File: src/rtl/axi_native_wr_bridge_if.sv
// Bus bundle for axi_native_wr_bridge.
// Carries the AXI write-address, write-data and write-response channels together with the
// native command and native write-data initiator channels.
//   slave  : bridge side (accepts AXI writes, initiates native commands/data)
//   master : environment side (issues AXI writes, sinks native commands/data)
interface axi_native_wr_bridge_if #(
  parameter int unsigned NATIVE_AW = 26
);
  // AXI write address
  logic                 axi_aw_valid;
  logic                 axi_aw_ready;
  logic [31:0]          axi_aw_payload_addr;
  logic [1:0]           axi_aw_payload_burst;
  logic [7:0]           axi_aw_payload_len;
  logic [3:0]           axi_aw_payload_size;
  logic                 axi_aw_payload_id;
  // AXI write data
  logic                 axi_w_valid;
  logic                 axi_w_ready;
  logic                 axi_w_last;
  logic [255:0]         axi_w_payload_data;
  logic [31:0]          axi_w_payload_strb;
  // AXI write response
  logic                 axi_b_valid;
  logic                 axi_b_ready;
  logic [1:0]           axi_b_payload_resp;
  logic                 axi_b_payload_id;
  // Native command
  logic                 native_cmd_valid;
  logic                 native_cmd_ready;
  logic                 native_cmd_payload_we;
  logic                 native_cmd_payload_mw;
  logic [NATIVE_AW-1:0] native_cmd_payload_addr;
  // Native write data
  logic                 wdata_valid;
  logic                 wdata_ready;
  logic [255:0]         wdata_payload_data;
  logic [31:0]          wdata_payload_we;

  modport slave (
    input  axi_aw_valid, axi_aw_payload_addr, axi_aw_payload_burst, axi_aw_payload_len,
           axi_aw_payload_size, axi_aw_payload_id,
    output axi_aw_ready,
    input  axi_w_valid, axi_w_last, axi_w_payload_data, axi_w_payload_strb,
    output axi_w_ready,
    output axi_b_valid, axi_b_payload_resp, axi_b_payload_id,
    input  axi_b_ready,
    output native_cmd_valid, native_cmd_payload_we, native_cmd_payload_mw,
           native_cmd_payload_addr,
    input  native_cmd_ready,
    output wdata_valid, wdata_payload_data, wdata_payload_we,
    input  wdata_ready
  );

  modport master (
    output axi_aw_valid, axi_aw_payload_addr, axi_aw_payload_burst, axi_aw_payload_len,
           axi_aw_payload_size, axi_aw_payload_id,
    input  axi_aw_ready,
    output axi_w_valid, axi_w_last, axi_w_payload_data, axi_w_payload_strb,
    input  axi_w_ready,
    input  axi_b_valid, axi_b_payload_resp, axi_b_payload_id,
    output axi_b_ready,
    input  native_cmd_valid, native_cmd_payload_we, native_cmd_payload_mw,
           native_cmd_payload_addr,
    output native_cmd_ready,
    input  wdata_valid, wdata_payload_data, wdata_payload_we,
    output wdata_ready
  );
endinterface

File: src/rtl/axi_native_wr_bridge.sv
// AXI write slave to native command/write-data bridge, one burst in flight.
// Ports:
//   clk : single clock, rising edge
//   rst : asynchronous active-low reset
//   bus : axi_native_wr_bridge_if.slave (AXI AW/W/B slave, native cmd/wdata initiator)
// Each AXI beat becomes one native write command (we=1, mw=0) on a 32-byte word address;
// write data is forwarded combinationally, only once its command has been accepted.
// Unsupported bursts (size!=5, reserved burst type, illegal WRAP length) are drained and
// answered with SLVERR without touching the native side.
module axi_native_wr_bridge #(
  parameter int unsigned ADDR_SHIFT = 5,
  parameter int unsigned NATIVE_AW  = 26
) (
  input logic                   clk,
  input logic                   rst,
  axi_native_wr_bridge_if.slave bus
);

  typedef enum logic [1:0] {
    StIdle  = 2'd0,
    StBurst = 2'd1,
    StResp  = 2'd2
  } state_e;

  localparam logic [1:0] BurstIncr = 2'b01;
  localparam logic [1:0] BurstWrap = 2'b10;
  localparam logic [1:0] BurstRsvd = 2'b11;

  state_e               r_state, w_state_next;
  logic [NATIVE_AW-1:0] r_addr, w_addr_next, w_wrap_mask;
  logic [1:0]           r_burst;
  logic [7:0]           r_len;
  logic                 r_id, r_err, r_last_err;
  logic [8:0]           r_beats_total, r_cmd_cnt, r_w_cnt;
  logic                 w_aw_hs, w_cmd_hs, w_w_hs, w_b_hs;
  logic                 w_aw_err, w_fwd_ok, w_last_beat;
  logic                 w_unused_addr;

  assign w_aw_hs  = bus.axi_aw_valid & bus.axi_aw_ready;
  assign w_cmd_hs = bus.native_cmd_valid & bus.native_cmd_ready;
  assign w_w_hs   = bus.axi_w_valid & bus.axi_w_ready;
  assign w_b_hs   = bus.axi_b_valid & bus.axi_b_ready;

  // Only the word-address field of the byte address is meaningful here.
  assign w_unused_addr = ^bus.axi_aw_payload_addr;

  assign w_aw_err = (bus.axi_aw_payload_size != 4'd5) |
                    (bus.axi_aw_payload_burst == BurstRsvd) |
                    ((bus.axi_aw_payload_burst == BurstWrap) &
                     !(bus.axi_aw_payload_len inside {8'd1, 8'd3, 8'd7, 8'd15}));

  // Data may only go out for beats whose command has already been accepted.
  assign w_fwd_ok    = r_cmd_cnt > r_w_cnt;
  assign w_last_beat = (r_w_cnt == r_beats_total - 9'd1);

  // WRAP lengths are restricted to 2^n-1, so len doubles as the in-window offset mask.
  assign w_wrap_mask = NATIVE_AW'(r_len);

  always_comb begin
    w_addr_next = r_addr;
    case (r_burst)
      BurstIncr: w_addr_next = r_addr + 1'b1;
      BurstWrap: w_addr_next = (r_addr & ~w_wrap_mask) | ((r_addr + 1'b1) & w_wrap_mask);
      default:   w_addr_next = r_addr;
    endcase
  end

  // State register
  always_ff @(posedge clk or negedge rst) begin
    if (!rst) r_state <= StIdle;
    else      r_state <= w_state_next;
  end

  // Next-state logic
  always_comb begin
    w_state_next = r_state;
    case (r_state)
      StIdle:  if (w_aw_hs) w_state_next = StBurst;
      StBurst: if (w_w_hs && w_last_beat) w_state_next = StResp;
      StResp:  if (w_b_hs) w_state_next = StIdle;
      default: w_state_next = StIdle;
    endcase
  end

  // Output logic
  always_comb begin
    bus.axi_aw_ready     = 1'b0;
    bus.axi_w_ready      = 1'b0;
    bus.axi_b_valid      = 1'b0;
    bus.native_cmd_valid = 1'b0;
    bus.wdata_valid      = 1'b0;
    case (r_state)
      // Gated by rst so nothing is accepted while reset is still held.
      StIdle: bus.axi_aw_ready = rst;
      StBurst: begin
        if (r_err) begin
          bus.axi_w_ready = 1'b1;
        end else begin
          bus.native_cmd_valid = r_cmd_cnt < r_beats_total;
          bus.wdata_valid      = bus.axi_w_valid & w_fwd_ok;
          bus.axi_w_ready      = bus.wdata_ready & w_fwd_ok;
        end
      end
      StResp:  bus.axi_b_valid = 1'b1;
      default: ;
    endcase
  end

  assign bus.axi_b_payload_id        = r_id;
  assign bus.axi_b_payload_resp      = (r_err | r_last_err) ? 2'b10 : 2'b00;
  assign bus.native_cmd_payload_we   = 1'b1;
  assign bus.native_cmd_payload_mw   = 1'b0;
  assign bus.native_cmd_payload_addr = r_addr;
  assign bus.wdata_payload_data      = bus.axi_w_payload_data;
  assign bus.wdata_payload_we        = bus.axi_w_payload_strb;

  // Burst context and beat counters
  always_ff @(posedge clk or negedge rst) begin
    if (!rst) begin
      r_addr        <= '0;
      r_burst       <= '0;
      r_len         <= '0;
      r_id          <= 1'b0;
      r_err         <= 1'b0;
      r_last_err    <= 1'b0;
      r_beats_total <= '0;
      r_cmd_cnt     <= '0;
      r_w_cnt       <= '0;
    end else if (w_aw_hs) begin
      r_addr        <= bus.axi_aw_payload_addr[ADDR_SHIFT+NATIVE_AW-1:ADDR_SHIFT];
      r_burst       <= bus.axi_aw_payload_burst;
      r_len         <= bus.axi_aw_payload_len;
      r_id          <= bus.axi_aw_payload_id;
      r_err         <= w_aw_err;
      r_last_err    <= 1'b0;
      r_beats_total <= {1'b0, bus.axi_aw_payload_len} + 9'd1;
      r_cmd_cnt     <= '0;
      r_w_cnt       <= '0;
    end else begin
      if (w_cmd_hs) begin
        r_addr    <= w_addr_next;
        r_cmd_cnt <= r_cmd_cnt + 9'd1;
      end
      if (w_w_hs) begin
        r_w_cnt <= r_w_cnt + 9'd1;
        // WLAST must mark exactly the beat that len says is final.
        if (bus.axi_w_last != w_last_beat) r_last_err <= 1'b1;
      end
    end
  end

endmodule

File: src/flat_wrapper.sv
// flat-port wrapper written by rule: the top's interface ports become plain ports
module axi_native_wr_bridge_flat 
#(
  parameter int unsigned ADDR_SHIFT = 5,
  parameter int unsigned NATIVE_AW  = 26
)
  (clk, rst, bus_axi_aw_valid, bus_axi_aw_payload_addr, bus_axi_aw_payload_burst, bus_axi_aw_payload_len, bus_axi_aw_payload_size, bus_axi_aw_payload_id, bus_axi_aw_ready, bus_axi_w_valid, bus_axi_w_last, bus_axi_w_payload_data, bus_axi_w_payload_strb, bus_axi_w_ready, bus_axi_b_valid, bus_axi_b_payload_resp, bus_axi_b_payload_id, bus_axi_b_ready, bus_native_cmd_valid, bus_native_cmd_payload_we, bus_native_cmd_payload_mw, bus_native_cmd_payload_addr, bus_native_cmd_ready, bus_wdata_valid, bus_wdata_payload_data, bus_wdata_payload_we, bus_wdata_ready);
  axi_native_wr_bridge_if #(.NATIVE_AW(NATIVE_AW)) bus_i ();
  input logic clk;
  input logic rst;
  input wire logic [$bits(bus_i.axi_aw_valid)-1:0] bus_axi_aw_valid;
  input wire logic [$bits(bus_i.axi_aw_payload_addr)-1:0] bus_axi_aw_payload_addr;
  input wire logic [$bits(bus_i.axi_aw_payload_burst)-1:0] bus_axi_aw_payload_burst;
  input wire logic [$bits(bus_i.axi_aw_payload_len)-1:0] bus_axi_aw_payload_len;
  input wire logic [$bits(bus_i.axi_aw_payload_size)-1:0] bus_axi_aw_payload_size;
  input wire logic [$bits(bus_i.axi_aw_payload_id)-1:0] bus_axi_aw_payload_id;
  output wire logic [$bits(bus_i.axi_aw_ready)-1:0] bus_axi_aw_ready;
  input wire logic [$bits(bus_i.axi_w_valid)-1:0] bus_axi_w_valid;
  input wire logic [$bits(bus_i.axi_w_last)-1:0] bus_axi_w_last;
  input wire logic [$bits(bus_i.axi_w_payload_data)-1:0] bus_axi_w_payload_data;
  input wire logic [$bits(bus_i.axi_w_payload_strb)-1:0] bus_axi_w_payload_strb;
  output wire logic [$bits(bus_i.axi_w_ready)-1:0] bus_axi_w_ready;
  output wire logic [$bits(bus_i.axi_b_valid)-1:0] bus_axi_b_valid;
  output wire logic [$bits(bus_i.axi_b_payload_resp)-1:0] bus_axi_b_payload_resp;
  output wire logic [$bits(bus_i.axi_b_payload_id)-1:0] bus_axi_b_payload_id;
  input wire logic [$bits(bus_i.axi_b_ready)-1:0] bus_axi_b_ready;
  output wire logic [$bits(bus_i.native_cmd_valid)-1:0] bus_native_cmd_valid;
  output wire logic [$bits(bus_i.native_cmd_payload_we)-1:0] bus_native_cmd_payload_we;
  output wire logic [$bits(bus_i.native_cmd_payload_mw)-1:0] bus_native_cmd_payload_mw;
  output wire logic [$bits(bus_i.native_cmd_payload_addr)-1:0] bus_native_cmd_payload_addr;
  input wire logic [$bits(bus_i.native_cmd_ready)-1:0] bus_native_cmd_ready;
  output wire logic [$bits(bus_i.wdata_valid)-1:0] bus_wdata_valid;
  output wire logic [$bits(bus_i.wdata_payload_data)-1:0] bus_wdata_payload_data;
  output wire logic [$bits(bus_i.wdata_payload_we)-1:0] bus_wdata_payload_we;
  input wire logic [$bits(bus_i.wdata_ready)-1:0] bus_wdata_ready;
  assign bus_i.axi_aw_valid = bus_axi_aw_valid;
  assign bus_i.axi_aw_payload_addr = bus_axi_aw_payload_addr;
  assign bus_i.axi_aw_payload_burst = bus_axi_aw_payload_burst;
  assign bus_i.axi_aw_payload_len = bus_axi_aw_payload_len;
  assign bus_i.axi_aw_payload_size = bus_axi_aw_payload_size;
  assign bus_i.axi_aw_payload_id = bus_axi_aw_payload_id;
  assign bus_axi_aw_ready = bus_i.axi_aw_ready;
  assign bus_i.axi_w_valid = bus_axi_w_valid;
  assign bus_i.axi_w_last = bus_axi_w_last;
  assign bus_i.axi_w_payload_data = bus_axi_w_payload_data;
  assign bus_i.axi_w_payload_strb = bus_axi_w_payload_strb;
  assign bus_axi_w_ready = bus_i.axi_w_ready;
  assign bus_axi_b_valid = bus_i.axi_b_valid;
  assign bus_axi_b_payload_resp = bus_i.axi_b_payload_resp;
  assign bus_axi_b_payload_id = bus_i.axi_b_payload_id;
  assign bus_i.axi_b_ready = bus_axi_b_ready;
  assign bus_native_cmd_valid = bus_i.native_cmd_valid;
  assign bus_native_cmd_payload_we = bus_i.native_cmd_payload_we;
  assign bus_native_cmd_payload_mw = bus_i.native_cmd_payload_mw;
  assign bus_native_cmd_payload_addr = bus_i.native_cmd_payload_addr;
  assign bus_i.native_cmd_ready = bus_native_cmd_ready;
  assign bus_wdata_valid = bus_i.wdata_valid;
  assign bus_wdata_payload_data = bus_i.wdata_payload_data;
  assign bus_wdata_payload_we = bus_i.wdata_payload_we;
  assign bus_i.wdata_ready = bus_wdata_ready;
  axi_native_wr_bridge #(.ADDR_SHIFT(ADDR_SHIFT), .NATIVE_AW(NATIVE_AW)) u_core (.clk(clk), .rst(rst), .bus(bus_i));
endmodule
File: config.mk
export PLATFORM = sky130hd
export DESIGN_NAME = axi_native_wr_bridge_flat
export DESIGN_NICKNAME = d
export VERILOG_FILES = /design/src/rtl/axi_native_wr_bridge_if.sv /design/src/rtl/axi_native_wr_bridge.sv /design/src/flat_wrapper.sv
export SDC_FILE = /design/constraint.sdc
export NUM_CORES = 1
export LEC_CHECK = 0
export CAP_MARGIN = 10
export CELL_PAD_IN_SITES_DETAIL_PLACEMENT = 1
export CELL_PAD_IN_SITES_GLOBAL_PLACEMENT = 2
export CORE_AREA = 2 2 262 264
export CTS_BUF_LIST = sky130_fd_sc_hd__clkbuf_8 sky130_fd_sc_hd__clkbuf_16
export CTS_CLUSTER_DIAMETER = 120
export DETAILED_ROUTE_END_ITERATION = 10
export DIE_AREA = 0 0 264 266
export PLACE_DENSITY_LB_ADDON = 0.1
export SYNTH_ARGS = -nofsm -noshare
export SYNTH_HDL_FRONTEND = slang
export SYNTH_SLANG_ARGS = --single-unit
File: constraint.sdc
create_clock -name clk -period 3.2 [get_ports clk]
set_input_delay 0.8 -clock clk [delete_from_list [all_inputs] [get_ports clk]]
set_output_delay 0.8 -clock clk [all_outputs]
set_load 0.05 [all_outputs]
[Yosys cells after proc, flatten, opt, wreduce, memory -nomap -nowiden]
Index checks and enable logic that the tools add are counted.
Word-level totals
  flip-flop bits (word level): 68
  output and inout port bits: 324
  word-level logic and storage cells: 81
  input bits: 343
Cells by class
  magnitude comparators: 2
  eq/ne operators: 16
  $add $sub $neg: 5
  multiplexer cells: 23
  bitwise logic cells: 14
  reductions and logical operators: 11
Operator list (number)
  2-to-1 mux 26 bit: 2
  one-hot mux 26 bit (2 select lines): 1
  2-to-1 mux 9 bit: 4
  adder 26 x 1 -> 26 bit, second input constant: 1
  bitwise AND 26 bit: 1
  bitwise AND 26 x 8 -> 26 bit: 1
  inverter 8 -> 26 bit: 1
  bitwise OR 26 bit: 1
  adder 9 x 1 -> 9 bit, second input constant: 2
  2-to-1 mux 1 bit: 11
  adder 8 x 1 -> 9 bit, second input constant: 1
  equality test 9 bit: 1
  > comparator 9 bit: 1
  < comparator 9 bit: 1
  subtractor 9 x 1 -> 9 bit, second input constant: 1
  equality test 2 bit, second input constant: 4
  equality test 8 x 1 -> 1 bit, second input constant: 1
  equality test 8 x 2 -> 1 bit, second input constant: 1
  equality test 8 x 3 -> 1 bit, second input constant: 1
  equality test 8 x 4 -> 1 bit, second input constant: 1
  2-to-1 mux 2 bit: 4
  bitwise AND 1 bit: 7
  inequality test 2 x 1 -> 1 bit, second input constant: 3
  one-hot mux 2 bit (3 select lines): 1
  12 further kinds: 18

[Longest topological paths before layout]
  depth in word-level cells: 8
  mapped depth: 11
  gate-level depth less buffers: 9

[Least setup slack after synthesis]
No wires, ideal clock.
  path type: in2reg
  from: input rst
  to: register u_core.r_cmd_cnt[2]
  slack: -0.120 ns
  setup time: 0.132 ns
  cell stages on the path: 6
  arrival: 3.188 ns
  path buffers: 3
  required time: 3.068 ns
  cells stage by stage: nor3b_1 > and2_1 > clkbuf_1 > clkbuf_1 > buf_1 > nor2_1
Between the ends
  cells in the longest elaborated chain, start to end: 3
  elaborated cells between the ends (all ways): 4
  those cells by class: mux: 2; bitwise: 1; reduce/logical: 1
Ends and longest elaborated chain
  from (decl): line flat_wrapper.sv:10  | input logic rst;
  2-to-1 mux 1 bit *: line axi_native_wr_bridge.sv:92  | case (r_state)
  bitwise AND 1 bit *: line axi_native_wr_bridge.sv:39  | assign w_aw_hs = bus.axi_aw_valid & bus.axi_aw_ready;
  2-to-1 mux 9 bit / nonzero test 2 bit (equally long branches)
  to (signal assigned): line axi_native_wr_bridge.sv:142  | r_cmd_cnt <= r_cmd_cnt + 9'd1;
  to (decl): line axi_native_wr_bridge.sv:34  | logic [8:0] r_beats_total, r_cmd_cnt, r_w_cnt;
Mark *: on every way between the ends. The rest lies on a longest branch, timed or not.
A chain may end at the register's enable or synchronous reset.

[Worst setup path in the final report]
  from: register u_core.r_cmd_cnt[3]
  to: output bus_axi_w_ready
Between the ends
  cells in the longest elaborated chain, start to end: 4
Ends and longest elaborated chain
  > comparator 9 bit: line axi_native_wr_bridge.sv:53  | assign w_fwd_ok = r_cmd_cnt > r_w_cnt;
  bitwise AND 1 bit: line axi_native_wr_bridge.sv:101  | bus.axi_w_ready = bus.wdata_ready & w_fwd_ok;
  2-to-1 mux 1 bit: line axi_native_wr_bridge.sv:96  | if (r_err) begin
  2-to-1 mux 1 bit: line axi_native_wr_bridge.sv:92
  to (decl): line flat_wrapper.sv:22  | output wire logic [$bits(bus_i.axi_w_ready)-1:0] bus_axi_w_ready;
Every way passes these cells.

==> flow_summary.toml <==
[final_layout]
fillerInstances = 8033
antennaDiodeCount = 0
final_layout_size_suffix_gt1_frac = 0.135
finalCoreUtilization = 0.103
syn_to_final_growth_pct = 5.72
total_nets_final = 1004

[placed_design]
placement.io_buffers = 81
dpl.hpwl_mm = 19.5
dp_worst_setup_slack_ns = 0.274
gp_congestion = 0.662

[global_routing]
grt_usage = 0.0736
antenna_found_initial = 0
gr-total-overflow = 0
number_of_global_route_vias_before_repair = 5365
pin_count_of_the_biggest_net_entering_global_routing = 62
global_route_wire_length_before_repair_mm = 37.2

[worst_setup_path]
arrival_ns = 2.30
path_max_fanout = 3
cp-start-kind = "register"
setup.worst_path.start = "u_core.r_cmd_cnt[3]"
crit_path_end_kind = "output pin"
crit_path_cell_trace = "ha_1 -> and4_1 -> and3b_1 -> a2111o_1 -> a31oi_1 -> nor2_1 -> buf_6"
r2r_start = "u_core.r_cmd_cnt[6]"
timing_worst_setup_path_type = "register to output pin"
crit_required_ns = 2.40
crit_path_slowest_cell = "dfrtp_1"
critPathMaxStageDelay_ns = 0.42

[timing]
timing.clock.skew_ns = 0.0156
timing.final.ws_setup_ns = 0.0971
timing.final.crit_period_ns = 3.10
finalHoldViolations = 0
max_slew.worst_pin.slew_ns = 0.944
unrepaired_setup_endpoints_after_global_routing = "true"
setup_violations = 0
slew_viol_final = 0
timing.max_slew.rel_slack = 0.371
layout_worst_path_cycle_share = 0.970
fmax_mhz = 322

[run]
cap_viol_max_count = 0

[clock_network]
tritoncts_clock_tree = "done"
cts-root-to-sink-buffers = 2
clk_latency_ns = 0.38
cts_inserted_buffers = 9
cts.hold.buffers_added = 0
clk_transition_reported_paths_ns = 0.07
clkSinkCount = 68
clock_tree.htree_level_count = 3
clockRootBuffer = "clkbuf_16"

[synthesis]
register_area_share_after_synthesis = 0.259
synth_cells = 809
synthesis.area_per_instance_um2 = 8.13
ys.flop_type = "dfrtp_1"
synth.lib_cells_used.distinct = 53
ys_seq_elements = 68
synth_enable_flop_cells = 0
yosys_warnings = 0
async_reset_ff_frac = 1.00
post_synthesis_cell_area_um2 = 6580

[power]
p_seq_frac = 0.295
pwr-share-comb = 0.524
power_switching_w = 0.00273
pwr_density_cell_nw_per_um2 = 804
power.switching_fraction = 0.489
vdd_ir_drop_max_mv = 0.430
p_leak_nw = 2.60
pwr-share-clk = 0.181
p_int_w = 0.00286

[routing]
antenna_violating_nets_post_route = 0
drt_iter0_drc = 174
wl_mm = 25.3
detail_route.drc_violations = 0
drt-pass1-iter-count = 4
route.detailed.wl_per_inst_um = 16.6
vias = 4678
routed_via_density = 3.07

[floorplan]
ios = 667
coreArea_um2 = 67700
fp.dieArea_um2 = 70200
fp-row-count = 96
die_h_um = 266
die-width_um = 264
floorplan.initialDensity = 0.0971

[min_path]
worst_hold_path_type = "input port to async pin"

[status]
result_of_the_run = "completed"
## power by group through the flow
stage	clock, W	combinational, W	sequential (W)
floorplan	0	0.00211	0.00210
global placement	0	0.00292	0.00168
finish	0.00101	0.00293	0.00165
detailed placement	0	0.00294	0.00169
global route	0.00111	0.00323	0.00173
CTS	0.00109	0.00299	0.00168
## cell families after synthesis
logic type               Yosys count  share of synthesized area
AO/OA/AOI/OAI                    108                      0.108
multiplexers                       3                    0.00456
flip-flops                        68                      0.259
buffers and inverters            340                      0.362
AND/OR/NAND/NOR                  230                      0.175
adder cells (fa/ha/maj)           23                     0.0437
other                              2                    0.00114
XOR/XNOR                          35                     0.0466
## cell usage after synthesis (3+ instances only)
cell type  instances  area (µm²)
and4_1             7        61.3
mux2i_1            3        30.0
nor4_1             9        56.3
and3_1            16         100
ha_1              23         288
xnor2_1           14         123
buf_4            292        2190
a21oi_1           21         105
a31oi_1            5        31.3
nand2_1           78         293
nor2b_1            9        56.3
and2_1             6        37.5
a32oi_1            5        43.8
a21o_1             5        37.5
o311ai_0           3        26.3
nand4_1           14        87.6
o2111ai_1          3        26.3
o21ai_0           33         165
clkbuf_1          13        48.8
o211ai_1          10        75.1
nand2b_1           5        31.3
nor2_1            33         124
or3_1              6        37.5
xor2_1            21         184
nor3_1             6        30.0
dfrtp_1           68        1700
inv_1             31         116
nand3_1           33         165
## worst max-delay path, delay by kind of cell (launching register included)
family	cells	cell delay, ns
AO/OA/AOI/OAI	2	0.58
AND/OR/NAND/NOR	3	0.46
flip-flops	1	0.42
adder cells (fa/ha/maj)	1	0.31
buffers and inverters	1	0.17
## through the flow
step / cell area, µm² / std cells / total power (W) / setup TNS, ns / hold WS, ns
after global routing: 6960 / 1525 / 0.00607 / -0.0469 / 0.288
after floorplan: 6590 / 810 / 0.00421 / 0 / 0.440
after CTS: 6920 / 1524 / 0.00575 / 0 / 0.269
final: 6960 / 1525 / 0.00559 / 0 / 0.290
after detailed placement: 6580 / 1503 / 0.00462 / 0 / 0.485
after global placement: 6580 / 1503 / 0.00460 / 0 / 0.471
## worst paths after layout
kind                                                               end  slack [ns]  depth (start not counted)
worst max register to register  u_core.bus.native_cmd_payload_addr[23]        0.36                         12
worst max-delay path                                   bus_axi_w_ready         0.1                          7
max in group asynchronous                            u_core.r_w_cnt[5]        1.67                          2
worst min register to register                       u_core.r_last_err        0.50                          2
min in group clk                                     u_core.r_last_err        0.50                          2
worst min-delay path            u_core.bus.native_cmd_payload_addr[14]        0.29                          1
## layout by cell type, fill, tap and decap left out, drive strengths merged, types with 3 or more instances in the layout
cell / n
inv: 31
ha: 23
and4: 7
conb: 3
xnor2: 14
clkbuf: 10
nor3: 7
dfrtp: 68
nand2b: 5
and3: 16
o21ai: 35
mux2i: 3
o2111ai: 3
a31oi: 5
a21o: 5
nor2b: 9
o311ai: 3
nand3: 35
clkdlybuf4s50: 76
clkinvlp: 4
and2: 6
buf: 50
nand2: 78
a21oi: 21
a32oi: 5
xor2: 21
or3: 6
nor2: 33
o211ai: 10
nor4: 9
a211oi: 3
nand4: 14
## layer usage
metal	track usage	vias to the layer above	share of wire
met2	0.119	185	0.47
met4	0.0470	0	0.047
li1	-	2090	-
met3	0.0242	97	0.062
met1	0.0838	2306	0.42
met5	0	-	0
## timing repair
action                     4_1_cts  5_1_grt
hold endpoints to repair         0        0
gates resized for setup          9        6
pin swaps                        3        3
gates cloned                     0        0
setup buffers                    5        1
setup endpoints to repair        3        5
## layout make-up
| cell class | instances | area [µm²] | share of cell area |
|---|---|---|---|
| multi-input combinational | 402 | 2550 | 0.367 |
| clock inverter | 6 | 40.0 | 0.00576 |
| tap | 882 | 1100 | 0.159 |
| sequential | 68 | 1700 | 0.245 |
| inverter | 31 | 116 | 0.0167 |
| clock buffer | 10 | 239 | 0.0344 |
| timing repair buffer | 126 | 1200 | 0.173 |
(Power assumes the default switching activity.)
